File: src/rtl/ifu_fetch_queue.sv
// ifu_fetch_queue: fetch-side queue between PC gen / IMEM and the IF/ID register.
// Issues in-order fetch requests, tags each with its address and prediction flag,
// pairs in-order responses with those tags and buffers them for decode.
// A flush clears everything buffered and discards responses still in flight.
// Optional build macro IFQ_BYPASS_EN: a response arriving into an empty buffer
// drives the outputs in the same cycle and, when not stalled, skips the buffer.
module ifu_fetch_queue #(
  parameter int DEPTH  = 4,
  parameter int DATA_W = 64,
  parameter int ADDR_W = 32
) (
  input  logic              clk,
  input  logic              rst_n,
  input  logic              fetch_valid_i,
  input  logic [ADDR_W-1:0] fetch_addr_i,
  input  logic              fetch_pred_i,
  output logic              fetch_ready_o,
  output logic              req_valid_o,
  output logic [ADDR_W-1:0] req_addr_o,
  input  logic              req_ready_i,
  input  logic              rsp_valid_i,
  input  logic [DATA_W-1:0] rsp_data_i,
  input  logic              flush_flag_i,
  input  logic              stall_i,
  output logic [DATA_W-1:0] inst_o,
  output logic [ADDR_W-1:0] inst_addr_o,
  output logic              is_pred_branch_o,
  output logic              inst_valid_o
);

  localparam int CNT_W = $clog2(DEPTH + 1);
  localparam int PTR_W = $clog2(DEPTH);
  localparam logic [31:0] INST_NOP = 32'h0000_0013;

  logic [DATA_W-1:0] buf_data [DEPTH];
  logic [ADDR_W-1:0] buf_addr [DEPTH];
  logic [DEPTH-1:0]  buf_pred;
  logic [ADDR_W-1:0] tag_addr [DEPTH];
  logic [DEPTH-1:0]  tag_pred;

  logic [PTR_W-1:0] buf_wr_ptr, buf_rd_ptr, tag_wr_ptr, tag_rd_ptr;
  logic [CNT_W-1:0] occupancy, inflight, discard;
  logic [CNT_W+1:0] total;

  logic credit, issue_ok, fetch_fire;
  logic rsp_take, rsp_drop, rsp_live, buf_empty;
  logic bypass_hit, head_valid, buf_push, buf_pop;

  // Every slot is reserved at request time, so a response can never overflow the buffer.
  assign total      = {2'b00, occupancy} + {2'b00, inflight} + {2'b00, discard};
  assign credit     = total < (CNT_W + 2)'(DEPTH);
  assign issue_ok   = credit & !flush_flag_i & rst_n;
  assign req_valid_o   = fetch_valid_i & issue_ok;
  assign fetch_ready_o = req_ready_i & issue_ok;
  assign req_addr_o    = fetch_addr_i;
  assign fetch_fire    = fetch_valid_i & fetch_ready_o;

  assign buf_empty = (occupancy == '0);
  assign rsp_drop  = rsp_valid_i & (discard != '0);
  assign rsp_take  = rsp_valid_i & !flush_flag_i & (discard == '0) & (inflight != '0);
  assign rsp_live  = rsp_valid_i & ((discard != '0) | (inflight != '0));

`ifdef IFQ_BYPASS_EN
  assign bypass_hit = rsp_take & buf_empty;
`else
  assign bypass_hit = 1'b0;
`endif

  assign head_valid = !buf_empty | bypass_hit;
  assign buf_pop    = !buf_empty & !stall_i & !flush_flag_i;
  assign buf_push   = rsp_take & !(bypass_hit & !stall_i);

  // Counters and pointers; flush clears the queues and converts in-flight fetches into discards.
  always_ff @(posedge clk or negedge rst_n) begin
    if (!rst_n) begin
      occupancy  <= '0;
      inflight   <= '0;
      discard    <= '0;
      buf_wr_ptr <= '0;
      buf_rd_ptr <= '0;
      tag_wr_ptr <= '0;
      tag_rd_ptr <= '0;
    end else if (flush_flag_i) begin
      occupancy  <= '0;
      inflight   <= '0;
      discard    <= discard + inflight - CNT_W'(rsp_live);
      buf_wr_ptr <= '0;
      buf_rd_ptr <= '0;
      tag_wr_ptr <= '0;
      tag_rd_ptr <= '0;
    end else begin
      occupancy  <= occupancy + CNT_W'(buf_push) - CNT_W'(buf_pop);
      inflight   <= inflight + CNT_W'(fetch_fire) - CNT_W'(rsp_take);
      discard    <= discard - CNT_W'(rsp_drop);
      buf_wr_ptr <= buf_wr_ptr + PTR_W'(buf_push);
      buf_rd_ptr <= buf_rd_ptr + PTR_W'(buf_pop);
      tag_wr_ptr <= tag_wr_ptr + PTR_W'(fetch_fire);
      tag_rd_ptr <= tag_rd_ptr + PTR_W'(rsp_take);
    end
  end

  // Storage arrays need no reset: the counters decide which entries are meaningful.
  always_ff @(posedge clk) begin
    if (fetch_fire) begin
      tag_addr[tag_wr_ptr] <= fetch_addr_i;
      tag_pred[tag_wr_ptr] <= fetch_pred_i;
    end
    if (buf_push) begin
      buf_data[buf_wr_ptr] <= rsp_data_i;
      buf_addr[buf_wr_ptr] <= tag_addr[tag_rd_ptr];
      buf_pred[buf_wr_ptr] <= tag_pred[tag_rd_ptr];
    end
  end

  // Present the buffer head (or a bypassed response) and NOP-fill when nothing is valid.
  always_comb begin
    inst_o           = {(DATA_W / 32){INST_NOP}};
    inst_addr_o      = '0;
    is_pred_branch_o = 1'b0;
    inst_valid_o     = head_valid;
    if (!buf_empty) begin
      inst_o           = buf_data[buf_rd_ptr];
      inst_addr_o      = buf_addr[buf_rd_ptr];
      is_pred_branch_o = buf_pred[buf_rd_ptr];
    end
`ifdef IFQ_BYPASS_EN
    else if (bypass_hit) begin
      inst_o           = rsp_data_i;
      inst_addr_o      = tag_addr[tag_rd_ptr];
      is_pred_branch_o = tag_pred[tag_rd_ptr];
    end
`endif
  end

  // A response with nothing outstanding means IMEM broke the in-order contract.
  rsp_protocol: assert property (@(posedge clk) disable iff (!rst_n)
    !(rsp_valid_i && inflight == '0 && discard == '0));

endmodule

File: config.mk
export PLATFORM = sky130hd
export DESIGN_NAME = ifu_fetch_queue
export DESIGN_NICKNAME = d
export VERILOG_FILES = /design/src/rtl/ifu_fetch_queue.sv
export SDC_FILE = /design/constraint.sdc
export NUM_CORES = 1
export LEC_CHECK = 0
export ABC_AREA = 1
export CAP_MARGIN = 30
export CORE_ASPECT_RATIO = 0.9
export CORE_MARGIN = 10
export CORE_UTILIZATION = 56
export DETAILED_ROUTE_END_ITERATION = 7
export PLACE_DENSITY = 0.85
export SETUP_SLACK_MARGIN = 0.05
export SLEW_MARGIN = 30
export SYNTH_ARGS = -nofsm -noshare
export SYNTH_HDL_FRONTEND = slang
export SYNTH_SLANG_ARGS = --single-unit
File: constraint.sdc
create_clock -name clk -period 11 [get_ports clk]
set_input_delay 1.1 -clock clk [delete_from_list [all_inputs] [get_ports clk]]
set_output_delay 1.1 -clock clk [all_outputs]
set_load 0.02 [all_outputs]
==> metrics.md <==
| Metric | Value |
|---|---|
| Top cell type's share of synthesized area | `roughly 73%` |
| Total global-route track usage | `between 20% and 30%` |
| Metal1 wirelength | `19.54 mm` |
| CTS resizes | `0` |
| Post-CTS Setup Repair Bufs | `0` |
| Die area | `~46,000 µm²` |
| Clock sink total | `537` |
| Metal3 WL | `4.592 mm` |
| Clk root buf | `clkbuf_16` |
| Max cap viols | `0` |
| Via density | `5.795` |
| Place WS | `about 6 ns` |
| Synth area leader | `edfxtp_1` |
| Antenna viol nets, final | `0` |
| First-pass GRT wire length | `between 70 and 80 mm` |
| Die X | `around 230 µm` |
| Row count | `between 60 and 70` |
| Final instance area | `roughly 26,000 µm²` |
| Synth Area per Inst | `roughly 13 µm²` |
| GPL Wtd Cong | `slightly above 0.8` |
| Nets | `between 1,500 and 2,000` |
| Drt pass-1 iters | `6` |
| Final worst path period share | `43.78%` |
| EDFF count, synth | `between 500 and 600` |
| CTS buffer count | `between 50 and 60` |
| Count of non-filler cells in the finished layout | `2,351` |
| Initial antenna violation count | `2` |
| Total chip power | `roughly 5 mW` |
| Mapped Cells | `about 1,600` |
| Post-CTS Hold Buffers | `0` |
| Final Util | `between 60 and 70%` |
| Static leakage | `roughly 8.6 nW` |
| Primary FF master, synth | `edfxtp_1` |
| Fraction of synthesis flops using an asynchronous set or reset pin | `between 3 and 4%` |
| Power Internal | `3.658 mW` |
| Worst setup margin | `roughly 6.2 ns` |
| Worst Path Required | `9.90 ns` |
| Net Sw Frac | `a little over a quarter` |
| Skew final | `roughly 0.014 ns` |
| Gate power share | `20.4%` |
| DR vias | `13,620` |
| Worst skew pair latency | `approximately 0.55 ns` |
| #FFs+latches synth | `roughly 540` |
| IO Port Bufs | `about 240` |
| Total gr overflow | `0` |
| DIE HEIGHT | `205 µm` |
| Synthesized net count | `between 1,500 and 2,000` |
| RSZ-0062 raised after global routing | `no` |
| Number of remaining DRC errors | `0` |
| Synth unique cells | `25` |
| Status | `finished clean` |
| Most frequent cells after synthesis | `edfxtp_1, nor2_1, o21ai_0, o21ai_1, a21oi_1` |
| Clock power share | `34.3%` |
| Final setup vio count | `0` |
| Maximum vdd drop | `about 0.00013 V` |
| Crit. End Element | `primary output` |
| Sw Pwr | `around 1.4 mW` |
| Critical path startpoint category | `register` |
| Reg clk slew, reported paths | `~0.06 ns` |
| CTS tree | `yes` |
| Dpl cells | `approximately 2,300` |
| IO Pins | `roughly 240` |
| Synth warn | `0` |
| Cell with the most instances after synthesis | `edfxtp_1` |
| Worst rel slew slack | `between 30% and 40%` |
| Post-Route WL | `around 50 mm` |
| Largest net degree at the start of global routing | `between 100 and 150` |
| Slew Viols, Final | `0` |
| Setup Total Neg Slack | `0 ns` |
| Top post-synthesis cells by area | `edfxtp_1, nor2_1, o21ai_0, o21ai_1, a21oi_1` |
| Longest Clk Path Bufs | `3` |
| Initial DRC Count | `1,726` |
| Worst hold slack | `0.4917 ns` |
| Register area share after synthesis | `around 75%` |
| CP Max Fanout | `~100` |
| Met2 WL | `24.73 mm` |
| Reg-to-reg startpoint | `inflight[1]$_DFF_PN0_` |
| Crit Path Class | `register to primary output` |
| Area after DPL | `23,850 µm²` |
| P per Cell Area | `just under 200 nW/µm²` |
| CTS H-tree depth | `2` |
| Highest Signal Layer | `met5` |
| Worst-Margin Slew | `approximately 1 ns` |
| Vias in the first global route | `between 10,000 and 15,000` |
| DP HPWL | `29.04 mm` |
| Min Tclk post-route | `roughly 4.8 ns` |
| Area grow syn2layout | `19.89%` |
| Routed WL per cell | `~21 µm` |
| Core area | `37,390 µm²` |
| Worst Setup SP | `buf_rd_ptr[0]$_DFF_PN0_` |
| Initial Util | `between 50% and 60%` |
| Share of cells above drive strength 1 | `under 10%` |
| Crit path DAT | `3.72 ns` |
| Min-Delay Path Class | `input port to asynchronous set/reset pin` |
| Sequential Power Share | `a little under half` |
| Final hold vios | `0` |
| Fmax | `~210 MHz` |
| Cell area after synthesis | `21,300 µm²` |
## per-layer routing
metal	GRT usage [%]	up-vias
li1	-	6189
met1	26.57	6683
met2	35.13	657
met3	4.932	90
met4	5.785	4
met5	0	-
## registers in the layout, summed over array words and instances, names as in the netlist
register	count
tag_pred	4
buf_wr_ptr	2
tag_wr_ptr	2
discard	3
buf_pred	4
occupancy	3
buf_addr	128
buf_data	256
tag_rd_ptr	2
inflight	3
tag_addr	128
buf_rd_ptr	2
## critical path, stage by stage, from the launching register on
cell and delay, ns:
dfrtp_4 0.44, buf_6 0.62, buf_6 0.66, nand2_1 0.12, nand2_1 0.09, a21oi_1 0.06, o21ai_0 0.40, clkdlybuf4s50_1 0.69
## cell usage in the layout (no fill, tap or decap), types with 14 or more instances in the layout
master,count
dfrtp_1,14
inv_1,36
o22ai_1,33
a21oi_1,105
o21ai_0,149
ha_1,15
clkdlybuf4s50_1,234
edfxtp_1,520
o21ai_1,107
nor2_1,452
nand2_1,41
clkbuf_16,53
## final timing paths
check	to	slack [ns]	cells after the start
hold reg to reg	tag_wr_ptr[1]$_DFF_PN0_	0.63	2
max in group asynchronous	buf_rd_ptr[0]$_DFF_PN0_	10.15	1
hold / removal	tag_wr_ptr[1]$_DFF_PN0_	0.49	1
setup / recovery	inst_o[1]	6.18	7
setup reg to reg	inflight[2]$_DFF_PN0_	6.97	15
min in group clk	tag_wr_ptr[1]$_DFF_PN0_	0.63	2
## power groups by stage
stage          logic, mW  registers [mW]  clock network (mW)
2_1_floorplan      0.561            2.32                   0
3_3_place_gp       0.998            2.32                   0
3_5_place_dp        1.03            2.32                   0
4_1_cts             1.03            2.28                1.74
5_1_grt             1.10            2.28                1.82
6_report            1.03            2.28                1.72
## logic make-up (layout without fill, tap and decap cells)
group	count (synthesis)	count (layout)	synth area share [%]
XOR/XNOR	10	10	0.4113
other	0	2	0
flip-flops	537	537	75.32
multiplexers	1	1	0.04701
AO/OA/AOI/OAI	395	395	9.483
buffers and inverters	169	392	4.224
AND/OR/NAND/NOR	510	510	9.066
adder cells (fa/ha/maj)	21	21	1.445
## cell type report
class	instances	area (µm²)
Antenna cell	2	5.005
Clock buffer	67	1429
Clock inverter	28	240.2
Fill cell	2427	11860
Inverter	40	157.7
Multi-Input combinational cell	937	4413
Sequential cell	537	16050
Tap cell	483	604.3
Timing Repair Buffer	257	2633
No activity file was read; power rests on OpenSTA's default activity.
